File: src/rtl/eae_divider_pkg.sv
// Shared EAE divider types: word widths, working registers and divider FSM states.
package eae_divider_pkg;

  localparam int unsigned W     = 12;
  localparam int unsigned CNT_W = $clog2(W + 1);

  typedef logic [W-1:0]   word_t;
  typedef logic [2*W-1:0] dword_t;
  typedef logic [W:0]     rem_t;

  typedef enum logic [1:0] {
    DIV_IDLE,
    DIV_CHECK,
    DIV_DIVIDE,
    DIV_DONE
  } div_state_t;

endpackage

File: src/rtl/eae_divider.sv
// EAE DVI restoring divider: {AC,MQ} / MB, one quotient bit per clock.
// The result is a quotient to MQ, a remainder to AC, and link_out (divide overflow) to L.
module eae_divider
  import eae_divider_pkg::*;
(
  input  logic           clock,
  input  logic           resetN,
  input  logic           start,
  input  logic [2*W-1:0] dividend,
  input  logic [W-1:0]   divisor,
  output logic [W-1:0]   quotient,
  output logic [W-1:0]   remainder,
  output logic           link_out,
  output logic           finished,
  output logic           busy
);

  div_state_t       state, state_n;
  word_t            rem_r, rem_n;   // partial remainder R (its carry bit lives only in shifted)
  word_t            quo_r, quo_n;   // partial quotient Q, shifted left each iteration
  word_t            dvs_r, dvs_n;   // captured divisor
  logic [CNT_W-1:0] cnt_r, cnt_n;
  word_t            quotient_n, remainder_n;
  logic             link_n, finished_n, busy_n;

  rem_t             shifted;
  logic             fits;

  // Next-state, shift/compare/subtract, and next-value logic for every register.
  always_comb begin
    state_n     = state;
    rem_n       = rem_r;
    quo_n       = quo_r;
    dvs_n       = dvs_r;
    cnt_n       = cnt_r;
    quotient_n  = quotient;
    remainder_n = remainder;
    link_n      = link_out;
    finished_n  = 1'b0;
    busy_n      = busy;

    // After a restoring step, R < divisor, so R fits in W bits. The shifted value needs W+1 bits.
    shifted = {rem_r, quo_r[W-1]};
    fits    = (shifted >= {1'b0, dvs_r});

    case (state)
      DIV_IDLE: begin
        if (start) begin
          rem_n   = dividend[2*W-1:W];
          quo_n   = dividend[W-1:0];
          dvs_n   = divisor;
          busy_n  = 1'b1;
          state_n = DIV_CHECK;
        end
      end
      DIV_CHECK: begin
        // AC >= MB (including MB == 0) cannot fit a W-bit quotient: leave AC/MQ, set L.
        if (rem_r >= dvs_r) begin
          quotient_n  = quo_r;
          remainder_n = rem_r;
          link_n      = 1'b1;
          finished_n  = 1'b1;
          state_n     = DIV_DONE;
        end else begin
          cnt_n   = CNT_W'(W);
          state_n = DIV_DIVIDE;
        end
      end
      DIV_DIVIDE: begin
        rem_n = fits ? W'(shifted - {1'b0, dvs_r}) : shifted[W-1:0];
        quo_n = {quo_r[W-2:0], fits};
        cnt_n = cnt_r - CNT_W'(1);
        if (cnt_r == CNT_W'(1)) begin
          quotient_n  = {quo_r[W-2:0], fits};
          remainder_n = fits ? W'(shifted - {1'b0, dvs_r}) : shifted[W-1:0];
          link_n      = 1'b0;
          finished_n  = 1'b1;
          state_n     = DIV_DONE;
        end
      end
      DIV_DONE: begin
        busy_n  = 1'b0;
        state_n = DIV_IDLE;
      end
      default: begin
        busy_n  = 1'b0;
        state_n = DIV_IDLE;
      end
    endcase
  end

  // State, datapath and registered outputs. Reset aborts any divide in progress.
  always_ff @(posedge clock or negedge resetN) begin
    if (!resetN) begin
      state     <= DIV_IDLE;
      rem_r     <= '0;
      quo_r     <= '0;
      dvs_r     <= '0;
      cnt_r     <= '0;
      quotient  <= '0;
      remainder <= '0;
      link_out  <= 1'b0;
      finished  <= 1'b0;
      busy      <= 1'b0;
    end else begin
      state     <= state_n;
      rem_r     <= rem_n;
      quo_r     <= quo_n;
      dvs_r     <= dvs_n;
      cnt_r     <= cnt_n;
      quotient  <= quotient_n;
      remainder <= remainder_n;
      link_out  <= link_n;
      finished  <= finished_n;
      busy      <= busy_n;
    end
  end

endmodule
File: config.mk
export PLATFORM = sky130hd
export DESIGN_NAME = eae_divider
export DESIGN_NICKNAME = d
export VERILOG_FILES = /design/src/rtl/eae_divider_pkg.sv /design/src/rtl/eae_divider.sv
export SDC_FILE = /design/constraint.sdc
export NUM_CORES = 1
export LEC_CHECK = 0
export CAP_MARGIN = 10
export CORE_UTILIZATION = 40
export DETAILED_ROUTE_END_ITERATION = 16
export PLACE_DENSITY = 0.65
export REMOVE_ABC_BUFFERS = 1
export SYNTH_ARGS = -nofsm -noshare
export SYNTH_HDL_FRONTEND = slang
export SYNTH_SLANG_ARGS = --single-unit
File: constraint.sdc
create_clock -name clock -period 3 [get_ports clock]
set_input_delay 0.45 -clock clock [delete_from_list [all_inputs] [get_ports clock]]
set_output_delay 0.45 -clock clock [all_outputs]
set_load 0.05 [all_outputs]
Word level (Yosys, flattened, before mapping)
Cells that the tools add are included. W data, S select, Z words.

Add/subtract/negate cells: 2. Order comparisons: 2. Equality and inequality tests: 8. Multiplexer cells: 25. Reductions and logical operators: 10.

Operator list (number): $pmux W12 S2 (4); $mux W12 (7); $ge A13 B12 Y1 (1); $ge A12 B12 Y1 (1); $sub A12 B12 Y12 (1); $reduce_and A2 Y1 (5); $ne A2 B2 Y1 const B (4); $pmux W2 S4 (1); $pmux W4 S2 (1); $mux W1 (6); $pmux W1 S2 (3); $reduce_bool A2 Y1 (3); $eq A2 B2 Y1 const B (2); $eq A4 B1 Y1 const B (1); $mux W2 (2); $mux W4 (1); $sub A4 B1 Y4 const B (1); $reduce_and A3 Y1 (1); $eq A2 B1 Y1 const B (1); $logic_not A2 Y1 (1).

Register bits after elaboration: 69. Bits of input ports: 39. Output and inout bits: 27. Logic and storage cells: 57.

Logic depth before layout (Yosys ltp)
Gate-level depths: netlist of run 1.

Word-level depth: 4. Gate-level depth with buffers: 9. Gate-level depth less buffers: 9.

Worst setup path after synthesis of run 1
OpenSTA, ideal clock, no wires.

Path kind: flip-flop to flip-flop. Start point: register rem_r[9]. End point: register remainder[4]. Library setup time: 123 ps. Arrival time: 2457 ps. Data required time: 2877 ps. Path slack: 420 ps. Cell stages (with the launch flop): 8. Buffers on the path: 0. Period minus slack after synthesis: 2580 ps. Cell sequence: dfrtp_1 > ha_1 > nand4b_2 > or4_4 > o211a_2 > nand2_1 > mux2_1 > o221a_2.

Longest elaborated chain between the ends: 4. Elaborated cells between the ends (all ways): 7. Those cells by class: order compare: 2; eq/ne: 1; mux: 3; reduce/logical: 1.

Ends and longest elaborated chain: start, declared (line eae_divider.sv:19) `word_t rem_r, rem_n;`; start signal, assigned (line eae_divider.sv:107) `rem_r <= rem_n;`; $ge A13 B12 Y1 (line eae_divider.sv:44) `fits = (shifted >= {1'b0, dvs_r});`; $mux W12 (line eae_divider.sv:75) `remainder_n = fits ? W'(shifted - {1'b0, dvs_r}) : shifted[W-1:0];`; $mux W12 (line eae_divider.sv:73) `if (cnt_r == CNT_W'(1)) begin`; $pmux W12 S2 (line eae_divider.sv:46) `case (state)`; end signal, assigned (line eae_divider.sv:112) `remainder <= remainder_n;`; end, declared (line eae_divider.sv:12) `output logic [W-1:0] remainder,`.

Parallel ways exist; a longest one is shown, timed or not. The select of a mux whose other input is x is not followed. A chain may end at the register's enable or synchronous reset.

Worst setup path in the final report of run 1
Ends and elaborated chain as after synthesis.

==> results.md, run 1 <==
* Status: finished clean
* Slew margin rel. at 49.7%
* GR Overflow Total at 0
* Diode count at 0
* Worst slew pin tran at 0.754 ns
* Mean routed wirelength per cell at 17.8 um
* GPL Wtd Cong at 0.926
* Residual DRC at 0
* CTS tree: done
* Register-to-Register Path Depth at 7
* Post-DRT Antenna Nets at 0
* Final #Nets at 589
* Predominant post-synthesis flop cell: dfrtp_1
* Tot GR Track Use at 22.4%
* First-pass GRT wire length at 19,300 um
* Synthesized cell area at 4300 um2
* 1st-iter DRT viols at 136
* Pin count of the biggest net entering global routing at 70
* Critical path arrival at 3.07 ns
* I/O Buffers at 65
* # setup viols final at 0
* Final hold vios at 0
* Final Max Slew Viols at 0
* Netlist cell types at between 60 and 70
* Io pins at 66
* Seq/Total Area, Yosys at 40.1%
* R2R Setup Slk at 0.18 ns
* Vias at 3,661
* Kind of critical path: reg2reg
* Final Cycle Share at 94.1%
* Postcts setup bufs at 0
* Clock buffer depth at 2
* Die Area at ~11,000 um2
* Post_cts resized at 0
* Die Height at 106 um
* PnR worst setup slack at 0.178 ns
* Final wirelength at ~12,000 um
* Sink Count at 69
* TritonRoute pass-1 iters at 4
* Cell count after synthesis at 440
* Setup crit end kind: flop
* Fraction of registers with async set/reset at 100%
* Crit path required time at 3.24 ns
* R2R Path End: remainder[4]$_DFFE_PN0P_
* Vias in the first global route at 3,793
* H-tree depth at 3
* Via-per-instance ratio at approximately 5.5
* Initial antenna violation count at 0
* Startpoint Class: flop
* Number of synthesized flops with an enable pin at 0
* WHS at 0.0865 ns
* DIE WIDTH at 106 um
* Unrepaired setup endpoints after global routing: no
* Fin crit period at 2.82 ns
* # rows at 37
* Area Overhead vs Synth at 27.6%
* Highest clock rate at ~350 MHz
* Dpl ws at 0.216 ns
* Worst hold path type: in2async
* Cts hold-fix bufs at 0
* Yosys reg bits at 69
* Fill count at ~940
* Share of cells above drive strength 1 at between 15 and 20%
* Mean Syn Cell Area at 9.78 um2
* Clock Pin Slew Worst Setup and Hold Paths at 0.08 ns
* YS warnings at 0
* Core area at about 10,000 um2
* Most frequent cells in the layout: 69 x dfrtp_1, 64 x clkdlybuf4s50_1, 43 x nand2_1
* Clk Tree Root Cell: clkbuf_8
* Final Skew at 0.0121 ns
* Crit Reg-Reg Startpoint: rem_r[9]$_DFFE_PN0P_
* Critical Path Fanout Max at 8
* Commonest non-fill, non-tap cell in the layout: dfrtp_1
* Initial core utilization at between 40% and 50%
* CTS buffer count at 9
* Post-DP HPWL at 8540 um
* Latest clock arrival within the worst-skew pair at 0.36 ns
* # Max-Cap Violations at 0
worst max path at each step:
| stage | slack (ns) | to | start | depth (start not counted) |
|---|---|---|---|---|
| 2_1_floorplan | -0.74 | rem_r[0]$_DFFE_PN0P_ | state[0]$_DFFE_PN0P_ | 7 |
| 6_report | 0.18 | remainder[4]$_DFFE_PN0P_ | rem_r[9]$_DFFE_PN0P_ | 7 |
| 3_3_place_gp | 0.24 | quotient[1]$_DFFE_PN0P_ | rem_r[0]$_DFFE_PN0P_ | 9 |
| 3_5_place_dp | 0.22 | remainder[4]$_DFFE_PN0P_ | rem_r[9]$_DFFE_PN0P_ | 7 |
| 5_1_grt | 0.03 | remainder[4]$_DFFE_PN0P_ | rem_r[9]$_DFFE_PN0P_ | 7 |
| 4_1_cts | 0.20 | remainder[4]$_DFFE_PN0P_ | rem_r[9]$_DFFE_PN0P_ | 7 |
registers in the layout, indices dropped and copies added, names as in the netlist:
signal     count
finished       1
quotient      12
rem_r         12
remainder     12
cnt_r          4
dvs_r         12
quo_r         12
state          2
busy           1
link_out       1
Yosys cell counts (all sizes together), types with 3 or more instances:
master  instances  area share, %
dfrtp          69             40
nand2          43            3.7
o21ai          43            5.0
mux2           35            9.2
ha             30            8.7
a21oi          25            2.9
inv            24            2.1
nor2           17            1.5
clkbuf         14            1.2
mux2i          12            2.8
a21o           10            1.7
and3            9            1.3
nand3           8           0.93
nor3            8           0.93
a211oi          7            1.3
o211ai          6            1.2
a221oi          5            1.0
a31oi           4           0.58
nand4           4           0.58
nor2b           4           0.58
o31ai           4           0.70
or4             4           0.87
a21bo           3           0.70
buf             3           0.26
o21a            3           0.52
o221a           3           0.78
stage by stage:
step | setup TNS [ns] | utilization, % | std cells | cell area [um2]
after floorplan | -26.92 | - | 423 | 4240
after global placement | 0 | 50.5 | 644 | 5240
after detailed placement | 0 | 50.5 | 644 | 5240
after CTS | 0 | 53.0 | 660 | 5490
after global routing | 0 | 53.0 | 660 | 5490
final | 0 | 53.0 | 660 | 5490
per-layer routing:
layer / track usage [%] / wire length, um / vias up
met5: 0 / 0 / -
met4: 6.05 / 162 / 0
met3: 5.01 / 662 / 15
met2: 37.6 / 5730 / 96
met1: 29.1 / 5190 / 1770
li1: - / - / 1780
layout make-up:
type / count / area (um2) / area share (%)
clock inverters: 5 / 106 / 1.94
well taps: 136 / 170 / 3.10
repair buffers: 85 / 821 / 14.9
clock buffers: 11 / 151 / 2.76
inverters: 25 / 93.8 / 1.71
multi-input cells: 329 / 2420 / 44.1
flip-flops and latches: 69 / 1730 / 31.4
kinds of logic (layout without fill, tap and decap cells):
group,count (synthesis),in the layout,synth area share [%]
DFF,69,69,40.1
buffers and inverters,42,126,3.66
adders and majority gates,31,31,9.19
xor gates and xnor gates,4,4,0.814
AOI/OAI and AO/OA,138,138,21.7
and+or+nand+nor,109,109,12.6
muxes,47,47,11.9
critical path, cell delays in order (launching register included):
cell	delay (ns)
dfrtp_1	0.47
ha_1	0.46
nand4b_2	0.20
or4_4	0.57
o211a_2	0.21
nand2_1	0.19
mux2_1	0.38
o221a_2	0.24
Power of run 1 is not shown: default switching activity piles up to over one toggle a cycle in this logic, so the estimate is an artifact.
==> run 2, diff against run 1 <==
Settings changed: CORE_MARGIN set to 10.
==> results.md, run 2 (synthesis gave the netlist of run 1 again) <==
* Status: finished clean
* CP Buf/Inv Count at 1
* Vias in the first global route at 4,003
* Final #Nets at 589
* Share of cells above drive strength 1 at 17.0%
* GR Overflow Total at 0
* Postcts setup bufs at 0
* I/O Buffers at between 60 and 70
* Worst hold path type: in2async
* Pin count of the biggest net entering global routing at 70
* GPL Wtd Cong at ~1
* First-pass GRT wire length at 20,400 um
* Vias at 3,749
* Final wirelength at between 10,000 and 15,000 um
* Final Cycle Share at 95.2%
* Via-per-instance ratio at around 5.7
* Post-DRT Antenna Nets at 0
* Cell Area, Placed at ~5200 um2
* Highest clock rate at between 300 and 400 MHz
* Residual DRC at 0
* Post_cts resized at 0
* TritonRoute pass-1 iters at 5
* # Max-Cap Violations at 0
* Delay-heaviest family, CP: compound AO/OA/AOI/OAI gates
* Setup TNS at 0 ns
* Latest clock arrival within the worst-skew pair at about 0.35 ns
* 1st-iter DRT viols at 265
* Mean routed wirelength per cell at 18.8 um
* Post-DP HPWL at 9080 um
* CTS tree: done
* Slowest CP cell: o21ai_0
* Critical path arrival at between 3 and 4 ns
* # setup viols final at 0
* Slew margin rel. at 41.2%
* Commonest non-fill, non-tap cell in the layout: dfrtp_1
* Kind of critical path: reg2reg
* Most frequent cells in the layout: 69 x dfrtp_1, 64 x clkdlybuf4s50_1, 43 x nand2_1
* Die Area at 15,300 um2
* H-tree depth at 3
* # rows at 37
* Final Cell Area at 5440 um2
* Startpoint Class: flop
* Largest stage delay on the critical path at 0.49 ns
* Critical Path Fanout Max at 19
* Worst slew pin tran at 0.881 ns
* Crit. path cell count at 8
* CP Cell Sequence: ha_1 -> and2_1 -> o2111ai_1 -> o21ai_0 -> a21boi_1 -> nor2_2 -> buf_12 -> mux2_2
* Tot GR Track Use at 16.7%
* Final Skew at 0.0184 ns
* Final hold vios at 0
* Final Max Slew Viols at 0
* Die Height at about 120 um
* Diode count at 0
* CTS buffer count at 9
* Core area at approximately 10,000 um2
* Crit path required time at 3.22 ns
* Unrepaired setup endpoints after global routing: no
* Area Overhead vs Synth at 26.4%
* Cts hold-fix bufs at 0
* Initial core utilization at 41.3%
* Setup crit end kind: flop
* Initial antenna violation count at 0
* Io pins at 66
* DIE WIDTH at 124 um
* Register-to-Register Path Depth at 8
* Clk Tree Root Cell: clkbuf_8
* Clock buffer depth at 2
* Fin crit period at between 2 and 3 ns
* Clock Pin Slew Worst Setup and Hold Paths at 0.09 ns
* Sink Count at 69
==> run 2: cell count changes in the layout (fill, tap and decap cells not counted), sizes merged <==
cell,before,now
clkbuf,11,10
clkinvlp,1,3
bufinv,3,2
==> run 2: worst paths after layout <==
| check | from | slack [ns] | end |
|---|---|---|---|
| max | rem_r[7]$_DFFE_PN0P_ | 0.14 | quotient[4]$_DFFE_PN0P_ |
| min | resetN | 0.31 | rem_r[7]$_DFFE_PN0P_ |
| max reg2reg | rem_r[7]$_DFFE_PN0P_ | 0.14 | quotient[4]$_DFFE_PN0P_ |
| min reg2reg | dvs_r[3]$_DFFE_PN0P_ | 0.51 | dvs_r[3]$_DFFE_PN0P_ |
| max in group asynchronous | resetN | 2.12 | quo_r[6]$_DFFE_PN0P_ |
| min in group clock | dvs_r[3]$_DFFE_PN0P_ | 0.51 | dvs_r[3]$_DFFE_PN0P_ |
==> run 2: cell type report <==
cell class	count	area, um2
tap	136	170
multi-input combinational	329	2420
inverter	25	93.8
clock inverter	6	87.6
timing repair buffer	85	808
sequential	69	1730
fill	971	4980
clock buffer	10	128
==> run 2: metal layers <==
| layer | global-route usage [%] | vias to the layer above | share of wire (%) |
|---|---|---|---|
| met5 | 0 | - | 0 |
| met4 | 5.90 | 0 | 1.7 |
| met3 | 3.80 | 21 | 6.9 |
| met2 | 27.5 | 125 | 47 |
| met1 | 21.0 | 1823 | 45 |
| li1 | - | 1780 | - |
==> run 2: stage by stage <==
stage                     cells  hold slack (ns)  util, %  setup slack [ns]
after floorplan             423            0.154        -            -0.745
after global placement      644            0.482     50.2             0.223
after detailed placement    644            0.494     50.2             0.174
after CTS                   660            0.338     52.2             0.157
after global routing        660            0.391     52.2            0.0108
final                       660            0.310     52.2             0.144
Power of run 2 is left out for the same reason.
==> run 3, diff against run 2 <==
Settings changed: CORE_UTILIZATION 40 to 25, PLACE_DENSITY 0.65 to 0.46.
==> results.md, run 3 (synthesis gave the netlist of run 1 again) <==
* Final Skew at 0.00452 ns
* # rows at 47
* Clock Pin Slew Worst Setup and Hold Paths at 0.06 ns
* R2R Path End: remainder[8]$_DFFE_PN0P_
* Final wirelength at 13,600 um
* Die Height at around 150 um
* Register-to-Register Path Depth at 8
* Worst slew pin tran at 0.674 ns
* Share of cells above drive strength 1 at between 10% and 20%
* Dpl ws at between 0.02 and 0.03 ns
* Critical Path Fanout Max at 8
* Startpoint Class: flop
* # Max-Cap Violations at 0
* WHS at about 0.094 ns
* H-tree depth at 3
* CP Cell Sequence: ha_1 -> nand4b_2 -> or4_4 -> o211ai_2 -> nor2_1 -> o41ai_2 -> buf_4 -> o31ai_1
* Area Overhead vs Synth at 32.1%
* Clock buffer depth at 2
* GPL Wtd Cong at 0.944
* PnR worst setup slack at 0.106 ns
* Slew margin rel. at 54.6%
* Die Area at 22,900 um2
* Commonest non-fill, non-tap cell in the layout: dfrtp_1
* R2R Setup Slk at 0.11 ns
* Crit Reg-Reg Startpoint: rem_r[9]$_DFFE_PN0P_
* Via-per-instance ratio at approximately 5
* Postcts setup bufs at 0
* Fin crit period at 2.89 ns
* Most frequent cells in the layout: 69 x dfrtp_1, 64 x clkdlybuf4s50_1, 42 x nand2_1
* Critical path arrival at 3.11 ns
* Initial antenna violation count at 0
* Setup TNS at 0 ns
* Crit path required time at 3.22 ns
* CTS buffer count at 9
* Kind of critical path: reg2reg
* Sink Count at 69
* Pin count of the biggest net entering global routing at 30
* I/O Buffers at 65
* Vias in the first global route at 3,935
* Final #Nets at 591
* First-pass GRT wire length at 22,000 um
* Residual DRC at 0
* Latest clock arrival within the worst-skew pair at about 0.34 ns
* Final Cycle Share at between 90% and 100%
* # setup viols final at 0
* Core area at approximately 17,000 um2
* Status: finished clean
* Setup crit end kind: flop
* Tot GR Track Use at 12.4%
* Unrepaired setup endpoints after global routing: no
* GR Overflow Total at 0
* Largest stage delay on the critical path at roughly 0.57 ns
* Vias at 3,732
* DIE WIDTH at 151 um
* Cell Area, Placed at 5340 um2
* Worst hold path type: in2async
* Clk Tree Root Cell: clkbuf_16
* Post-DP HPWL at a little over 10,000 um
* Final Max Slew Viols at 0
* Mean routed wirelength per cell at about 18 um
* Slowest CP cell: or4_4
* Final Cell Area at between 5000 and 6000 um2
* Final hold vios at 0
* Highest clock rate at 346 MHz
* CTS tree: done
* 1st-iter DRT viols at about 240
* Initial core utilization at 25.8%
* Io pins at 66
* Diode count at 0
* Post-DRT Antenna Nets at 0
* TritonRoute pass-1 iters at 4
-- run 3: cell count changes in the layout (fill, tap and decap cells not counted), sizes merged --
cell,delta
buf,+2
clkinv,+2
clkinvlp,-2
-- run 3: critical path, delay by kind of cell, from the launching register on --
kind                       cells  cell delay, ns
and+or+nand+nor                3            0.98
AOI/OAI and AO/OA              3            0.72
adders and majority gates      1            0.45
buffers and inverters          1            0.18
DFF                            1            0.45
-- run 3: repair_timing --
action | 4_1_cts | 5_1_grt
hold buffers | 0 | 0
gates resized for setup | 0 | 3
endpoints found under the setup margin | 0 | 8
-- run 3: final cells by class --
cell class / instances / area, um2
Fill cell: 1721 / 11000
Multi-Input combinational cell: 329 / 2440
Sequential cell: 69 / 1730
Timing Repair Buffer: 87 / 823
Tap cell: 220 / 275
Clock buffer: 10 / 239
Inverter: 25 / 93.8
Clock inverter: 6 / 86.3
-- run 3: routing by layer --
| metal | part of all wire (%) | track usage, % | vias to the layer above |
|---|---|---|---|
| li1 | - | - | 1787 |
| met1 | 44 | 14.9 | 1826 |
| met2 | 46 | 19.2 | 97 |
| met3 | 7.2 | 5.19 | 22 |
| met4 | 2.4 | 5.15 | 0 |
| met5 | 0 | 0 | - |
-- run 3: worst max path at each step --
stage                                     from                       end  slack, ns  cells past startpoint
final                     rem_r[9]$_DFFE_PN0P_  remainder[8]$_DFFE_PN0P_       0.11                      8
after global routing      rem_r[9]$_DFFE_PN0P_  remainder[8]$_DFFE_PN0P_     0.0009                      8
after CTS                 rem_r[9]$_DFFE_PN0P_  remainder[8]$_DFFE_PN0P_       0.02                      8
after detailed placement  rem_r[9]$_DFFE_PN0P_  remainder[8]$_DFFE_PN0P_       0.03                      8
after global placement    rem_r[9]$_DFFE_PN0P_  remainder[8]$_DFFE_PN0P_       0.08                      8
after floorplan           state[0]$_DFFE_PN0P_      rem_r[0]$_DFFE_PN0P_      -0.74                      7
-- run 3: through the flow --
stage	std cells	utilization [%]
2_1_floorplan	423	-
5_1_grt	746	34.1
3_5_place_dp	730	32.0
6_report	746	34.1
4_1_cts	746	33.9
3_3_place_gp	730	32.0
Power of run 3 is left out for the same reason.
